`config.mk`:
```
export PLATFORM = sky130hd
export DESIGN_NAME = spi_mem_bridge
export DESIGN_NICKNAME = d
export VERILOG_FILES = /design/src/rtl/spi_mem_pkg.sv /design/src/rtl/spi_mem_lane_fmt.sv /design/src/rtl/spi_mem_bridge.sv
export SDC_FILE = /design/constraint.sdc
export NUM_CORES = 1
export LEC_CHECK = 0
export CAP_MARGIN = 15
export CELL_PAD_IN_SITES_DETAIL_PLACEMENT = 0
export CELL_PAD_IN_SITES_GLOBAL_PLACEMENT = 1
export CORE_MARGIN = 8
export CORE_UTILIZATION = 28
export DETAILED_ROUTE_END_ITERATION = 7
export GPL_TIMING_DRIVEN = 0
export PLACE_DENSITY = 0.86
export SLEW_MARGIN = 40
export SYNTH_ARGS = -nofsm -noshare
export SYNTH_HDL_FRONTEND = slang
export SYNTH_HIERARCHICAL = 1
export SYNTH_SLANG_ARGS = --single-unit
```
`constraint.sdc`:
```
create_clock -name clk -period 1.6 [get_ports clk]
set_input_delay 0.24 -clock clk [delete_from_list [all_inputs] [get_ports clk]]
set_output_delay 0.24 -clock clk [all_outputs]
set_load 0.02 [all_outputs]
```
`src/rtl/spi_mem_pkg.sv`:
```
// Shared types for the CPU-to-SPI memory bridge: access sizes, bridge states, SPI byte-mask codes.
// Latency: none (types, constants and a pure byte-swap helper only).
// Backpressure: not applicable.
package spi_mem_pkg;

    typedef enum logic [1:0] {
        SZ_BYTE     = 2'b00,
        SZ_HALF     = 2'b01,
        SZ_WORD     = 2'b10,
        SZ_WORD_ALT = 2'b11
    } mem_size_e;

    typedef enum logic [1:0] {
        ST_IDLE   = 2'b00,
        ST_LAUNCH = 2'b01,
        ST_XFER   = 2'b10,
        ST_DONE   = 2'b11
    } bridge_state_e;

    localparam logic [1:0] MASK_BYTE = 2'b00;
    localparam logic [1:0] MASK_HALF = 2'b01;
    localparam logic [1:0] MASK_WORD = 2'b10;

    // The SPI wire order is most-significant byte first, the CPU is little-endian.
    function automatic logic [31:0] bswap32(input logic [31:0] v);
        return {v[7:0], v[15:8], v[23:16], v[31:24]};
    endfunction

endpackage

```
`src/rtl/spi_mem_lane_fmt.sv`:
```
// Byte-lane formatter: swaps store data into SPI wire order and extracts/extends load data.
// Latency: purely combinational.
// Backpressure: none; outputs follow inputs.
module spi_mem_lane_fmt
    import spi_mem_pkg::*;
(
    input  logic [1:0]  i_size,
    input  logic        i_unsigned,
    input  logic [31:0] i_wdata,
    input  logic [31:0] i_spi_rdata,
    output logic [31:0] o_spi_wdata,
    output logic [31:0] o_load_data,
    output logic [1:0]  o_byte_mask
);

    mem_size_e   w_size;
    logic [31:0] w_le;
    logic        w_sx;

    assign w_size      = mem_size_e'(i_size);
    // First byte on the wire is the byte at the request address, so every size sends the full swap.
    assign o_spi_wdata = bswap32(i_wdata);

    // Reassemble received wire bytes little-endian, then trim to the access size and extend.
    always_comb begin
        w_le        = bswap32(i_spi_rdata);
        w_sx        = ~i_unsigned;
        o_load_data = w_le;
        o_byte_mask = MASK_WORD;
        unique case (w_size)
            SZ_BYTE: begin
                o_load_data = {{24{w_sx & w_le[7]}}, w_le[7:0]};
                o_byte_mask = MASK_BYTE;
            end
            SZ_HALF: begin
                o_load_data = {{16{w_sx & w_le[15]}}, w_le[15:0]};
                o_byte_mask = MASK_HALF;
            end
            SZ_WORD, SZ_WORD_ALT: begin
                o_load_data = w_le;
                o_byte_mask = MASK_WORD;
            end
            default: begin
                o_load_data = w_le;
                o_byte_mask = MASK_WORD;
            end
        endcase
    end

endmodule

```
`src/rtl/spi_mem_bridge.sv`:
```
// CPU load/store to SPI-memory bridge; optional watchdog enabled by defining SPI_MEM_TIMEOUT_EN.
// Latency: accept + SPI busy/valid handshake + one DONE cycle carrying the mem_ready pulse.
// Backpressure: requests are taken only in IDLE; mem_req elsewhere is ignored, nothing is queued.
module spi_mem_bridge
    import spi_mem_pkg::*;
#(
    parameter int TIMEOUT_CYCLES = 4096
)
(
    input  logic        clk,
    input  logic        reset,
    input  logic        mem_req,
    input  logic        mem_we,
    input  logic [1:0]  mem_size,
    input  logic        mem_unsigned,
    input  logic [23:0] mem_addr,
    input  logic [31:0] mem_wdata,
    output logic [31:0] mem_rdata,
    output logic        mem_ready,
    output logic        mem_err,
    input  logic        cfg_slow,
    output logic        spi_req,
    output logic        spi_write,
    output logic        spi_slow_mode,
    output logic [23:0] spi_addr,
    output logic [31:0] spi_data_in,
    output logic [1:0]  spi_byte_mask,
    input  logic [31:0] spi_data_out,
    input  logic        spi_busy,
    input  logic        spi_valid
);

    bridge_state_e r_state;
    logic          r_we;
    logic [1:0]    r_size;
    logic          r_unsigned;
    logic [23:0]   r_addr;
    logic [31:0]   r_wdata;
    logic          r_slow;
    logic          r_spi_req;
    logic          r_ready;
    logic          r_err;
    logic [31:0]   r_rdata;

    logic [31:0]   w_load_data;
    logic          w_timeout;
    logic          w_accept;

    assign w_accept = (r_state == ST_IDLE) && mem_req;

    spi_mem_lane_fmt u_lane_fmt (
        .i_size      (r_size),
        .i_unsigned  (r_unsigned),
        .i_wdata     (r_wdata),
        .i_spi_rdata (spi_data_out),
        .o_spi_wdata (spi_data_in),
        .o_load_data (w_load_data),
        .o_byte_mask (spi_byte_mask)
    );

`ifdef SPI_MEM_TIMEOUT_EN
    localparam int TO_W = $clog2(TIMEOUT_CYCLES + 1);

    logic [TO_W-1:0] r_to_cnt;

    // Fires on the last counted cycle so DONE lands exactly TIMEOUT_CYCLES after accept.
    assign w_timeout = ((r_state == ST_LAUNCH) || (r_state == ST_XFER)) &&
                       (r_to_cnt == TO_W'(TIMEOUT_CYCLES - 1));

    // Watchdog: cleared on accept, advances only while the SPI side owns the transaction.
    always_ff @(posedge clk) begin
        if (reset) begin
            r_to_cnt <= '0;
        end else if (w_accept) begin
            r_to_cnt <= '0;
        end else if (((r_state == ST_LAUNCH) || (r_state == ST_XFER)) && !w_timeout) begin
            r_to_cnt <= r_to_cnt + 1'b1;
        end
    end
`else
    logic w_unused_timeout;

    assign w_timeout        = 1'b0;
    assign w_unused_timeout = ^TIMEOUT_CYCLES;
`endif

    // Bridge sequencer: latches the request, drives spi_req low until data or watchdog, pulses mem_ready.
    always_ff @(posedge clk) begin
        if (reset) begin
            r_state    <= ST_IDLE;
            r_we       <= 1'b0;
            r_size     <= 2'b00;
            r_unsigned <= 1'b0;
            r_addr     <= '0;
            r_wdata    <= '0;
            r_slow     <= 1'b0;
            r_spi_req  <= 1'b1;
            r_ready    <= 1'b0;
            r_err      <= 1'b0;
            r_rdata    <= '0;
        end else begin
            r_ready <= 1'b0;
            unique case (r_state)
                ST_IDLE: begin
                    if (mem_req) begin
                        r_we       <= mem_we;
                        r_size     <= mem_size;
                        r_unsigned <= mem_unsigned;
                        r_addr     <= mem_addr;
                        r_wdata    <= mem_wdata;
                        r_slow     <= cfg_slow;
                        r_spi_req  <= 1'b0;
                        r_err      <= 1'b0;
                        r_state    <= ST_LAUNCH;
                    end
                end
                ST_LAUNCH: begin
                    if (w_timeout) begin
                        r_rdata   <= '0;
                        r_err     <= 1'b1;
                        r_ready   <= 1'b1;
                        r_spi_req <= 1'b1;
                        r_state   <= ST_DONE;
                    end else if (spi_busy) begin
                        r_state <= ST_XFER;
                    end
                end
                ST_XFER: begin
                    if (w_timeout) begin
                        r_rdata   <= '0;
                        r_err     <= 1'b1;
                        r_ready   <= 1'b1;
                        r_spi_req <= 1'b1;
                        r_state   <= ST_DONE;
                    end else if (spi_valid) begin
                        r_rdata   <= r_we ? 32'h0 : w_load_data;
                        r_err     <= 1'b0;
                        r_ready   <= 1'b1;
                        r_spi_req <= 1'b1;
                        r_state   <= ST_DONE;
                    end
                end
                ST_DONE: begin
                    r_err   <= 1'b0;
                    r_state <= ST_IDLE;
                end
                default: begin
                    r_state <= ST_IDLE;
                end
            endcase
        end
    end

    assign mem_rdata     = r_rdata;
    assign mem_ready     = r_ready;
    assign mem_err       = r_err;
    assign spi_req       = r_spi_req;
    assign spi_write     = r_we;
    assign spi_slow_mode = r_slow;
    assign spi_addr      = r_addr;

endmodule

```
; Word-level counts from Yosys, hierarchy flattened
; Index checks and enable logic that the tools add are counted.
[totals]
register_bits = 98
latch_bits = 0
ramBits = 0
rom_bits = 0
out_inout_bits = 95
word_cells = 48
mem_count = 0
[classes]
addsub = 0
multipliers = 0
n_div = 0
magnitude_cmp = 0
n_eq_ne = 9
n_shift = 0
mux = 13
bitwise = 5
reduce_logical = 10
[op_table]
columns = op, count
row1 = $pmux W32 S3, 1
row2 = $mux W32, 1
row3 = $reduce_and A3 Y1, 3
row4 = $eq A2 B2 Y1 const B, 4
row5 = $pmux W2 S4, 1
row6 = $mux W2, 3
row7 = $ne A2 B2 Y1 const B, 3
row8 = $pmux W2 S3, 1
row9 = $eq A2 B1 Y1 const B, 2
row10 = $logic_not A2 Y1, 2
row11 = $mux W1, 4
row12 = $reduce_and A2 Y1, 2
row13 = $reduce_or A2 Y1, 2
row14 = $not A1 Y1, 3
row15 = $pmux W1 S3, 1
row16 = $and A1 B1 Y1, 2
row17 = $pmux W1 S2, 1
row18 = $reduce_bool A2 Y1, 1

; Depth between registers and ports, before layout
; Gate-level depths: netlist of run 1.
[logic_depth]
ltp_word = 4
mapped_depth = 7
mapped_depth_nobuf = 5

; Modules after synthesis
; Netlist of run 1, hierarchy kept.
[modules_own_cells]
columns = mod, instances, cells_per_inst, area_each_um2
row1 = spi_mem_bridge, 1, 368, 3315.7
row2 = spi_mem_lane_fmt, 1, 101, 619.3

; Worst setup path after synthesis of run 1
; Ideal clock, no wire load.
[synth_timing]
path_kind = register -> register
from = register r_state[1]
to = register r_state[0]
setup_time_ps = 87
arrival_ps = 1305
t_required_ps = 1513
setup_slack_ps = 208
stages_incl_launch_ff = 6
path_buffers = 0
period_less_slack_ps = 1392
cell_sequence = dfxtp_1 inv_1 ha_1 nor2b_1 or4_1 o31ai_1
[synth_between]
elab_chain_cells = 3
[synth_lines]
columns = item, line_no
row1 = start: declaration, spi_mem_bridge.sv:33  ; bridge_state_e r_state;
row2 = start signal: assignment, spi_mem_bridge.sv:90  ; r_state <= ST_IDLE;
row3 = start signal: assignment, spi_mem_bridge.sv:114  ; r_state <= ST_LAUNCH;
row4 = start signal: assignment, spi_mem_bridge.sv:123  ; r_state <= ST_DONE;
row5 = "$eq A2 B2 Y1, or another cell as far along", spi_mem_bridge.sv:103  ; unique case (r_state)
row6 = $ne A2 B2 Y1 (no source line), -
row7 = $reduce_and A3 Y1 (no source line), -
; Several ways; a longest one is shown, not always the timed one.
; A chain may end at the register's enable or synchronous reset.

; Final worst setup path of run 1
[layout_timing]
from = register r_rdata[15] (netlist: mem_rdata[15])
to = output port mem_rdata[15]
[layout_rtl]
columns = item, line_no
row1 = start: declaration, spi_mem_bridge.sv:43  ; logic [31:0] r_rdata;
row2 = start signal: assignment, spi_mem_bridge.sv:136  ; r_rdata <= r_we ? 32'h0 : w_load_data;
row3 = end: declaration, spi_mem_bridge.sv:18  ; output logic [31:0] mem_rdata,
; No word-level cell between the ends.

==> results of run 1 <==
-- Yosys cell counts --
cell	number
a21oi_1	64
mux2i_4	1
or4b_4	1
clkbuf_1	13
o21ai_0	24
nor3_2	1
dfxtp_1	97
a22o_1	32
nand2b_1	1
o31ai_1	1
ha_1	5
or2_1	1
o21ai_1	1
buf_6	3
inv_1	3
buf_4	45
conb_1	1
nor2_1	1
nor2b_1	4
nand2_1	150
and2_1	1
or4_1	1
nor3_1	1
mux2i_1	1
o21bai_1	1
buf_2	15
-- cell families after synthesis --
family                     after synthesis  share of synthesized area
AOI/OAI and AO/OA                      123                     0.1882
buffers and inverters                   79                     0.1288
other                                    1                  0.0009530
adders and majority gates                5                    0.01590
and+or+nand+nor                        162                     0.1644
DFF                                     97                     0.4935
muxes                                    2                   0.008267
-- through the flow --
| stage | instances | area (um^2) | TNS (ps) | total power [mW] | hold slack [ps] |
|---|---|---|---|---|---|
| finish | 849 | 6386 | 0 | 8.610 | 107.0 |
| global route | 849 | 6386 | -7.490 | 9.160 | 95.88 |
| CTS | 848 | 6329 | -1.321 | 8.691 | 91.39 |
| detailed placement | 833 | 6002 | -12630 | 6.257 | 447.6 |
| global placement | 833 | 6002 | -9685 | 6.176 | 442.7 |
| floorplan | 469 | 3935 | 0 | 4.892 | 376.0 |
-- power by group through the flow --
| stage | Sequential, mW | Clock (mW) | Combinational (mW) |
|---|---|---|---|
| floorplan | 3.28 | 0 | 1.62 |
| global placement | 3.05 | 0 | 3.13 |
| detailed placement | 3.06 | 0 | 3.19 |
| CTS | 3.02 | 2.55 | 3.13 |
| global route | 3.06 | 2.66 | 3.44 |
| finish | 3.01 | 2.47 | 3.13 |
-- worst reg2reg max path: stages, from the launching register on --
cell and delay [ps]:
dfxtp_1 380, inv_1 100, ha_2 210, nor2b_1 150, or4_1 500, o31ai_1 70
-- flip-flops by register name, summed over array words and instances, names as in the netlist --
| name | cells |
|---|---|
| r_size | 2 |
| mem_rdata | 32 |
| r_wdata | 32 |
| spi_req | 1 |
| r_state | 2 |
| spi_addr | 24 |
| mem_ready | 1 |
| spi_slow_mode | 1 |
| spi_write | 1 |
| r_unsigned | 1 |
-- final cells by class --
class / instances / area [um^2] / area share
flip-flops and latches: 97 / 1943 / 0.3043
multi-input cells: 293 / 1501 / 0.2351
plain buffers: 75 / 520.5 / 0.08150
repair buffers: 185 / 1839 / 0.2880
clock inverters: 5 / 102.6 / 0.01607
well taps: 180 / 225.2 / 0.03527
inverters: 3 / 11.26 / 0.001763
clock buffers: 11 / 242.7 / 0.03801
-- metal layers --
layer  track usage  vias to the layer above  routed length [um]
met5             0                        -                   0
met4       0.03805                        0                 131
met2        0.2195                      128                5806
met1        0.1508                     1742                5302
met3       0.07392                       12                1325
li1              -                     1901                   -
-- final timing paths --
check,start,end,cells past startpoint
worst max register to register,r_state[1],r_state[0],5
worst max-delay path,mem_rdata[15],mem_rdata[15],1
worst min register to register,r_wdata[25],r_wdata[25],2
worst min-delay path,spi_data_out[24],mem_rdata[0],2
-- what timing repair did --
item | CTS | global route
gates cloned | 0 | 0
hold buffers | 0 | 0
setup buffers | 0 | 1
setup endpoints to repair | 97 | 78
resized for setup | 49 | 21
==> impl_metrics.csv, run 1 <==
group,metric,value,unit
status,status,"complete, no violations",
clock_tree,clkSlewWorstSetupHoldPaths,70,ps
clock_tree,cts_tree,"built",
finish,fin_util,0.4619,
global_routing,grt_pass1_vias,3865,
pwr,ir_drop,771.4,uV
setup_path,start_kind,"flip-flop",
logic_synthesis,ys_warn_count,6,
clock_tree,root_buffer,"clkbuf_16",
sta,fin_crit_sh,0.9731,
setup_path,path_buf_inv,1,
logic_synthesis,netlist.area_leader.share,0.4935,
sta,setup_viol,0,
finish,layout_commonest_cell,"nand2_1",
finish,synthToLayoutAreaGrowth,62.29,%
placement,pre_cts_slack,-262.7,ps
floorplanning,die_w,134.6,um
setup_path,crit_chain,"clkdlybuf4s50_1",
setup_path,critPathRequiredTime,1360,ps
floorplanning,die_area,18100,um^2
pwr,switchingPower,2.792,mW
clock_tree,cts_buffers,9,
setup_path,critPathKind,"reg -> out",
logic_synthesis,ys_ff_latch,97,
route,drt_iter0_drc,181,
pwr,pwr-share-clk,0.287,
setup_path,critPathArrivalTime,1320,ps
finish,n_antenna_cell,0,
logic_synthesis,synthCells,469,
logic_synthesis,syn_area,3935,um^2
pwr,powerDensity,1348,nW/um^2
logic_synthesis,synth-seq-area-share,0.4935,
pwr,p_leak,2.792,nW
logic_synthesis,synth_nets,572,
route,route.vias.total,3783,
sta,tightest_slew,500.7,ps
placement,place.gp.congestion,0.7766,
floorplanning,coreArea,13830,um^2
pwr,intPower,5.818,mW
sta,hold_viol,0,
pwr,comb_power_share,0.363,
sta,fin_ws,43.07,ps
clock_tree,ctsHtreeMaxLevel,3,
global_routing,antenna_found_initial,0,
route,wl,12.57,mm
placement,dp_hpwl,9.768,mm
route,postRouteAntennaNets,0,
sta,min_period,1557,ps
route,avgRoutedWirePerCell,14.80,um
global_routing,grt.total_usage,0.1357,
sta,finalClockSkew,8.485,ps
clock_tree,clk_latency,340,ps
logic_synthesis,ys_types,26,
setup_path,crit_path_end_kind,"primary output",
global_routing,grt_max_degree,17,
logic_synthesis,synth.avg_cell_area,8.390,um^2
placement,numPortBuffers,184,
pwr,p_seq_frac,0.350,
setup_path,worst-r2r-setup-slack,100,ps
route,drt_pass1_iterations,4,
floorplanning,fp.dieH,134.6,um
finish,n_fill_cell,1345,
global_routing,grt_pass1_wl,19.67,mm
finish,drive_above_1_share,0.1375,
setup_path,critPathSlowestCell,"clkdlybuf4s50_1",
route,drc_errors,0,
logic_synthesis,synth_area_leaders,"dfxtp_1, nand2_1, buf_4, a21oi_1, a22o_1",
floorplanning,ios,193,
logic_synthesis,yosys.area.top_type,"dfxtp_1",
flow_run,max-cap-violations,0,
pwr,power.share.switching,0.3243,
sta,drv_slew,0,
floorplanning,start_util,0.2846,
clock_tree,clockBufferDepth,2,
sta,slew_headroom,0.6662,
setup_path,crit_family,"buffers and inverters",
finish,final_cell_mix,"nand2_1, clkdlybuf4s50_1, dfxtp_1",
setup_path,critical_path_peak_fanout,2,
global_routing,grt_overflow_total,0,
floorplanning,std_cell_rows,43,
setup_path,max_stage_delay,620,ps
clock_tree,cts.sinks,97,
sta,fmax,642.3,MHz
finish,final_net_count,767,
route,vias_per_cell,4.456,
worst_hold_path,hp-class,"in -> reg",
No activity file was read; power rests on OpenSTA's default activity.
==> inputs of run 2 (changes only) <==
CORE_ASPECT_RATIO = 0.8   (was unset)
==> run 2 against run 1 <==
Net effect: routed wire length increased by 0.10%; clock skew decreased by 4.2 ps; combinational power about the same; critical endpoint is now spi_req; highest routed layer unchanged; register-to-register slack got worse by 40 ps.
==> impl_metrics.csv, run 2 (synthesis gave the netlist of run 1 again) <==
group,metric,value,unit
clock_tree,cts_tree,"built",
finish,synthToLayoutAreaGrowth,62.38,%
clock_tree,ctsHtreeMaxLevel,3,
route,vias_per_cell,4.397,
route,route.vias.total,3742,
finish,layout_commonest_cell,"nand2_1",
setup_path,crit_path_end_kind,"primary output",
setup_path,critPathKind,"reg -> out",
global_routing,grt_pass1_vias,3762,
setup_path,startpoint,"spi_req",
sta,tightest_slew,526.1,ps
sta,setup_viol,0,
placement,pre_cts_slack,-168.8,ps
global_routing,grt.total_usage,0.1354,
sta,fmax,642.6,MHz
worst_hold_path,hp-class,"in -> reg",
sta,drv_slew,0,
finish,drive_above_1_share,0.1386,
floorplanning,die_w,148.5,um
sta,fin_crit_sh,0.9727,
global_routing,grt_pass1_wl,19.74,mm
sta,slew_headroom,0.6493,
global_routing,grt_overflow_total,0,
setup_path,max_stage_delay,630,ps
setup_path,crit_chain,"clkdlybuf4s50_1",
floorplanning,start_util,0.2884,
route,top_layer_used,"met4",
clock_tree,clkSlewWorstSetupHoldPaths,70,ps
sta,fin_setup_tns,0,ps
setup_path,path_buf_inv,1,
worst_hold_path,hold_start,"spi_data_out[25]",
clock_tree,cts_buffers,9,
route,drt-met1-wl,5.369,mm
setup_path,worst-r2r-setup-slack,60,ps
setup_path,critPathRequiredTime,1360,ps
pwr,ir_drop,549.0,uV
global_routing,grt_max_degree,17,
floorplanning,die_area,18130,um^2
route,wl_met2,6.000,mm
route,wl_met3,1.083,mm
route,avgRoutedWirePerCell,14.78,um
floorplanning,coreArea,13650,um^2
sta,hold_viol,0,
clock_tree,root_buffer,"clkbuf_16",
finish,final_net_count,769,
floorplanning,fp.dieH,122.0,um
floorplanning,ios,193,
clock_tree,cts.sinks,97,
flow_run,max-cap-violations,0,
route,wl,12.58,mm
sta,finalClockSkew,4.243,ps
route,drt_pass1_iterations,4,
status,status,"complete, no violations",
placement,dp_hpwl,9.967,mm
pwr,powerDensity,1323,nW/um^2
setup_path,critical_path_peak_fanout,3,
route,drt_iter0_drc,108,
pwr,p_leak,2.775,nW
route,drc_errors,0,
setup_path,start_kind,"flip-flop",
clock_tree,clk_latency,340,ps
placement,place.gp.congestion,0.7726,
finish,n_antenna_cell,0,
sta,fin_ws,43.75,ps
placement,numPortBuffers,184,
setup_path,critPathSlowestCell,"clkdlybuf4s50_1",
route,postRouteAntennaNets,0,
finish,final_cell_mix,"nand2_1, clkdlybuf4s50_1, dfxtp_1",
clock_tree,clockBufferDepth,2,
sta,min_period,1556,ps
sta,rsz0062_at_grt,"yes",
setup_path,critPathArrivalTime,1320,ps
floorplanning,std_cell_rows,38,
setup_path,r2r-start,"r_state[0]",
setup_path,crit_family,"buffers and inverters",
global_routing,antenna_found_initial,0,
[run 2: final timing paths]
path,cells after the start,endpoint
worst max-delay path,1,spi_req
worst min-delay path,2,mem_rdata[1]
worst max register to register,7,mem_rdata[15]
worst min register to register,2,spi_addr[19]
[run 2: repair_timing]
item                                    in CTS  in global routing
gates resized for setup                     43                 26
hold buffers                                 0                  0
setup buffers                                0                  3
endpoints found under the setup margin      95                 94
gates cloned                                 0                  0
pin swaps                                    0                  1
endpoints found under the hold margin        0                  0
[run 2: routing by layer]
layer  vias to the layer above  global-route usage
met3                        10             0.05337
met5                         -                   0
met4                         0             0.03942
met2                       116              0.2287
li1                       1904                   -
met1                      1712              0.1563
[run 2: where the power goes]
part | switching (mW) | internal (mW) | leakage (nW) | total (mW)
Combinational | 1.68 | 1.46 | 1.83 | 3.13
Sequential | 0.211 | 2.80 | 0.792 | 3.01
Clock | 0.924 | 1.38 | 0.157 | 2.30
[run 2: final cells by class]
class	instances	area, um^2
Sequential cell	97	1943
Clock inverter	6	91.34
Inverter	3	11.26
Tap cell	180	225.2
Buffer	75	520.5
Fill cell	1296	7256
Clock buffer	10	229.0
Timing Repair Buffer	187	1866
Multi-Input combinational cell	293	1504
[run 2: metrics by stage]
step | std cells | hold slack [ps] | util | area [um^2] | power [mW]
detailed placement | 833 | 447.7 | 0.4399 | 6002 | 6.236
finish | 851 | 113.9 | 0.4683 | 6390 | 8.451
CTS | 848 | 99.02 | 0.4611 | 6292 | 8.496
floorplan | 469 | 376.0 | - | 3935 | 4.892
global route | 851 | 108.1 | 0.4683 | 6390 | 8.989
global placement | 833 | 441.1 | 0.4399 | 6002 | 6.163
==> inputs of run 3 (changes only) <==
CTS_BUF_LIST = sky130_fd_sc_hd__clkbuf_4 sky130_fd_sc_hd__clkbuf_8 sky130_fd_sc_hd__clkbuf_16   (was unset)
HOLD_SLACK_MARGIN = 0.05   (was unset)
==> run 3 against run 2 <==
Net effect: non-clock buffer count did not move; final cell count did not move; global-route usage did not move; register-to-register slack barely moved.
==> impl_metrics.csv, run 3 (synthesis gave the netlist of run 1 again) <==
group,metric,value,unit
setup_path,worst-r2r-setup-slack,60,ps
global_routing,grt.total_usage,0.1354,
setup_path,crit_path_end_kind,"primary output",
pwr,powerDensity,1325,nW/um^2
route,postRouteAntennaNets,0,
clock_tree,clkSlewWorstSetupHoldPaths,70,ps
finish,n_fill_cell,1295,
setup_path,r2r-start,"r_state[0]",
sta,finalClockSkew,4.243,ps
floorplanning,coreArea,13650,um^2
route,vias_per_cell,4.397,
setup_path,path_buf_inv,1,
setup_path,critPathArrivalTime,1320,ps
route,drt_iter0_drc,108,
global_routing,grt_max_degree,17,
sta,setup_viol,0,
clock_tree,cts_hold_buf,0,
placement,numPortBuffers,184,
sta,min_period,1556,ps
placement,place.gp.congestion,0.7726,
sta,drv_slew,0,
sta,fin_crit_sh,0.9727,
pwr,ir_drop,545.2,uV
status,status,"complete, no violations",
global_routing,antenna_found_initial,0,
global_routing,grt_pass1_vias,3762,
sta,rsz0062_at_grt,"yes",
floorplanning,start_util,0.2884,
finish,ff_latch_area,1943,um^2
setup_path,worst_r2r_endpoint,"mem_rdata[15]",
clock_tree,cts_tree,"built",
global_routing,grt_overflow_total,0,
clock_tree,cts.sinks,97,
sta,hold_viol,0,
setup_path,critPathKind,"reg -> out",
setup_path,critPathRequiredTime,1360,ps
sta,fin_ws,43.75,ps
placement,dp_hpwl,9.967,mm
finish,multiInputGateArea,1504,um^2
sta,slew_headroom,0.6493,
route,avgRoutedWirePerCell,14.78,um
clock_tree,cts_buffers,9,
setup_path,start_kind,"flip-flop",
worst_hold_path,hold_start,"spi_data_out[25]",
floorplanning,fp.dieH,122.0,um
floorplanning,ios,193,
setup_path,crit_cells,1,
worst_hold_path,hp-class,"in -> reg",
floorplanning,die_area,18130,um^2
sta,fmax,642.6,MHz
clock_tree,root_buffer,"clkbuf_16",
setup_path,r2r_cells,7,
finish,n_antenna_cell,0,
finish,fin_util,0.4685,
setup_path,critPathSlowestCell,"clkdlybuf4s50_1",
clock_tree,clockBufferDepth,2,
route,drt_pass1_iterations,4,
setup_path,crit_family,"buffers and inverters",
clock_tree,clk_latency,340,ps
placement,pre_cts_slack,-168.8,ps
global_routing,grt_pass1_wl,19.74,mm
finish,drive_above_1_share,0.1401,
finish,final_cell_mix,"nand2_1, clkdlybuf4s50_1, dfxtp_1",
finish,final_net_count,769,
route,drc_errors,0,
route,route.vias.total,3742,
pwr,p_leak,2.778,nW
route,wl,12.58,mm
floorplanning,die_w,148.5,um
worst_hold_path,min_path_cells,2,
sta,tightest_slew,526.1,ps
setup_path,max_stage_delay,630,ps
worst_hold_path,hold_path_end,"mem_rdata[1]",
setup_path,crit_chain,"clkdlybuf4s50_1",
finish,synthToLayoutAreaGrowth,62.48,%
setup_path,critical_path_peak_fanout,3,
flow_run,max-cap-violations,0,
finish,layout_commonest_cell,"nand2_1",
floorplanning,std_cell_rows,38,
clock_tree,ctsHtreeMaxLevel,3,
[run 3: worst max-delay path by stage]
stage,start,to,slack (ps)
after floorplan,r_state[1],r_state[0],210
after global placement,spi_valid,mem_rdata[5],-150
after detailed placement,spi_data_out[31],mem_rdata[21],-170
after CTS,r_state[0],r_wdata[28],10
after global routing,reset,spi_addr[12],-40
final,spi_req,spi_req,40
[run 3: power breakdown]
part | leakage [nW] | total (mW) | switching [mW] | internal (mW)
registers | 0.792 | 3.01 | 0.211 | 2.80
clock network | 0.160 | 2.32 | 0.925 | 1.40
logic | 1.83 | 3.13 | 1.68 | 1.46
[run 3: through the flow]
step                      area, um^2  power, mW  TNS, ps  hold slack (ps)  cells
final                           6394      8.469        0            113.9    851
after CTS                       6296      8.513        0            99.02    848
after global placement          6002      6.163    -7386            441.1    833
after global routing            6394      9.006   -227.5            108.1    851
after detailed placement        6002      6.236    -9453            447.7    833
after floorplan                 3935      4.892        0            376.0    469
[run 3: repair_timing]
action	in CTS	in global routing
endpoints found under the setup margin	95	94
pin swaps	0	1
buffers inserted	0	3
resized for setup	43	26
[run 3: area by class of cell]
cell class	instances	share of cell area
Multi-Input combinational cell	293	0.2352
Clock inverter	6	0.01429
Sequential cell	97	0.3039
Clock buffer	10	0.03640
Inverter	3	0.001761
Timing Repair Buffer	187	0.2918
Tap cell	180	0.03523
Buffer	75	0.08141
[run 3: layer usage]
layer / track usage / vias to the layer above / share of wire / routed length (um)
met4: 0.03942 / 0 / 0.0099 / 124
met5: 0 / - / 0 / 0
met2: 0.2287 / 116 / 0.48 / 6000
met3: 0.05337 / 10 / 0.086 / 1083
met1: 0.1563 / 1712 / 0.43 / 5370
li1: - / 1904 / - / -
==> edit: new RTL, settings of run 1 <==
Encoding of `bridge_state_e`: now one-hot (4 bits for 4 states).
--- a/src/rtl/spi_mem_pkg.sv
+++ b/src/rtl/spi_mem_pkg.sv
@@ -12,7 +12,7 @@
 
-    typedef enum logic [1:0] {
-        ST_IDLE   = 2'b00,
-        ST_LAUNCH = 2'b01,
-        ST_XFER   = 2'b10,
-        ST_DONE   = 2'b11
+    typedef enum logic [3:0] {
+        ST_IDLE   = 4'b0001,
+        ST_LAUNCH = 4'b0010,
+        ST_XFER   = 4'b0100,
+        ST_DONE   = 4'b1000
     } bridge_state_e;
Function: no difference found for any inputs over 4 cycles, from zero or initial values and one cycle with reset high; so few cycles prove little.
==> edit against run 1 <==
  * Final area grew 17%
  * Sequential cell count grew 2
  * Power shrank 29%
  * Register-to-register slack lost 0.06 ns
  * Area after synthesis grew 27%
  * Clock skew shrank 0.0015 ns
  * Worst setup slack lost 0.0044 ns
  * Wire length grew 25%
  * Largest power group is now registers
==> edit: results (changes against run 1) <==
* Setup crit start: r_state[3] (was mem_rdata[15])
* Compound-Gate Fraction of Synth Area at 0.103 (was 0.188)
* Crit-path slowest cell: or4b_4 (was clkdlybuf4s50_1)
* P_leak at 3.20 nW (was 2.79 nW)
* Total wire length at 15.7 mm (was 12.6 mm)
* Critical Path Sink: mem_rdata[16] (was mem_rdata[15])
* Data arrival, critical path at 1.78 ns (was 1.32 ns)
* Place WS at -0.264 ns (was -0.263 ns)
* Comb. pwr at 1.34 mW (was 3.13 mW)
* Post-Syn Nets at 643 (was 572)
* Routed wl met2 at 6.82 mm (was 5.81 mm)
* Yosys cell types at 30 (was 26)
* Sw power at 1.72 mW (was 2.79 mW)
* Area contributors post-synth: dfxtp_1 (40%), nand2b_1 (15%), mux2i_1 (12%), buf_4 (7.2%), nand4b_1 (5.6%) (was dfxtp_1 (49%), nand2_1 (14%), buf_4 (8.6%), a21oi_1 (8.1%), a22o_1 (7.1%))
* M2 GR Usage at 0.209 (was 0.220)
* WL met3 at 1.69 mm (was 1.33 mm)
* Post-DP HPWL at 11.6 mm (was 9.77 mm)
* Overall Power at 6.09 mW (was 8.61 mW)
* Initial antenna violation count at 1 (was 0)
* Buffering overhead at 0.332 (was 0.370)
* DRT Pass-1 Iters at 6 (was 4)
* DR top layer: met5 (was met4)
* Port Buffers at 182 (was 184)
* Sequential fraction of the synthesis area at 0.397 (was 0.493)
* Vias at 4365 (was 3783)
* Inst Count DP at 956 (was 833)
* Crit path time final at 1.56 ns (about the same)
* Met1 Use GR at 0.167 (was 0.151)
* Max incr delay on CP at 0.54 ns (was 0.62 ns)
* Nets at 837 (was 767)
* Final Cell Area at 7500 um^2 (was 6390 um^2)
* Count of multi-input gates at 351 (was 293)
* Layout cells sized above 1 at 0.147 (was 0.138)
* Worst-path maximum fanout at 10 (was 2)
* Grt met3 use at 0.0611 (was 0.0739)
* Row count at 49 (was 43)
* Status: finished, final reports clean (unchanged)
* Slew HR at 0.623 (was 0.666)
* Met1 WL at 6.83 mm (was 5.30 mm)
* Clkbuf count at 10 (was 11)
* Post-synthesis mux area share at 0.127 (was 0.00827)
* Yosys reg bits at 99 (was 97)
* Layout Cells excl Fill at 973 (was 849)
* Clock Network Area Fraction at 0.0359 (was 0.0541)
* Top cells by count, synth: nand2b_1 (122), dfxtp_1 (99), mux2i_1 (61) (was nand2_1 (150), dfxtp_1 (97), a21oi_1 (64))
* Adder-Cell Fraction of Synth Area at 0 (was 0.0159)
* Syn Area/Cell at 9.15 um^2 (was 8.39 um^2)
* All-Layer GR Usage at 0.137 (was 0.136)
* Layout Skew at 0.00697 ns (was 0.00848 ns)
* Clock Power at 2.08 mW (was 2.47 mW)
* Final GP Congestion at 0.765 (was 0.777)
* Area taken by multi-input logic gates at 2450 um^2 (was 1500 um^2)
* Non-clock buffer count at 275 (was 260)
==> edit: cell types whose count changed in the layout (fill, tap and decap cells not counted), sizes merged, moves of 5 or more <==
| cell | delta |
|---|---|
| nand2 | -125 |
| nand2b | +121 |
| mux2i | +60 |
| o21ai | +33 |
| a22o | -32 |
| nand4b | +32 |
| a21oi | -31 |
| clkbuf | +15 |
| clkdlybuf4s50 | -13 |
| dlymetal6s2s | +8 |
| ha | -5 |
==> edit: worst min-delay path by stage <==
| stage | startpoint | endpoint | slack, ns | cells after the start |
|---|---|---|---|---|
| 2_1_floorplan | mem_size[0] | r_size[0] | 0.40 | 2 |
| 5_1_grt | spi_data_out[29] | mem_rdata[5] | 0.18 | 3 |
| 6_report | spi_data_out[24] | mem_rdata[0] | 0.18 | 3 |
| 4_1_cts | spi_data_out[24] | mem_rdata[0] | 0.16 | 3 |
| 3_5_place_dp | mem_rdata[28] | mem_rdata[28] | 0.46 | 2 |
| 3_3_place_gp | mem_rdata[24] | mem_rdata[24] | 0.45 | 2 |
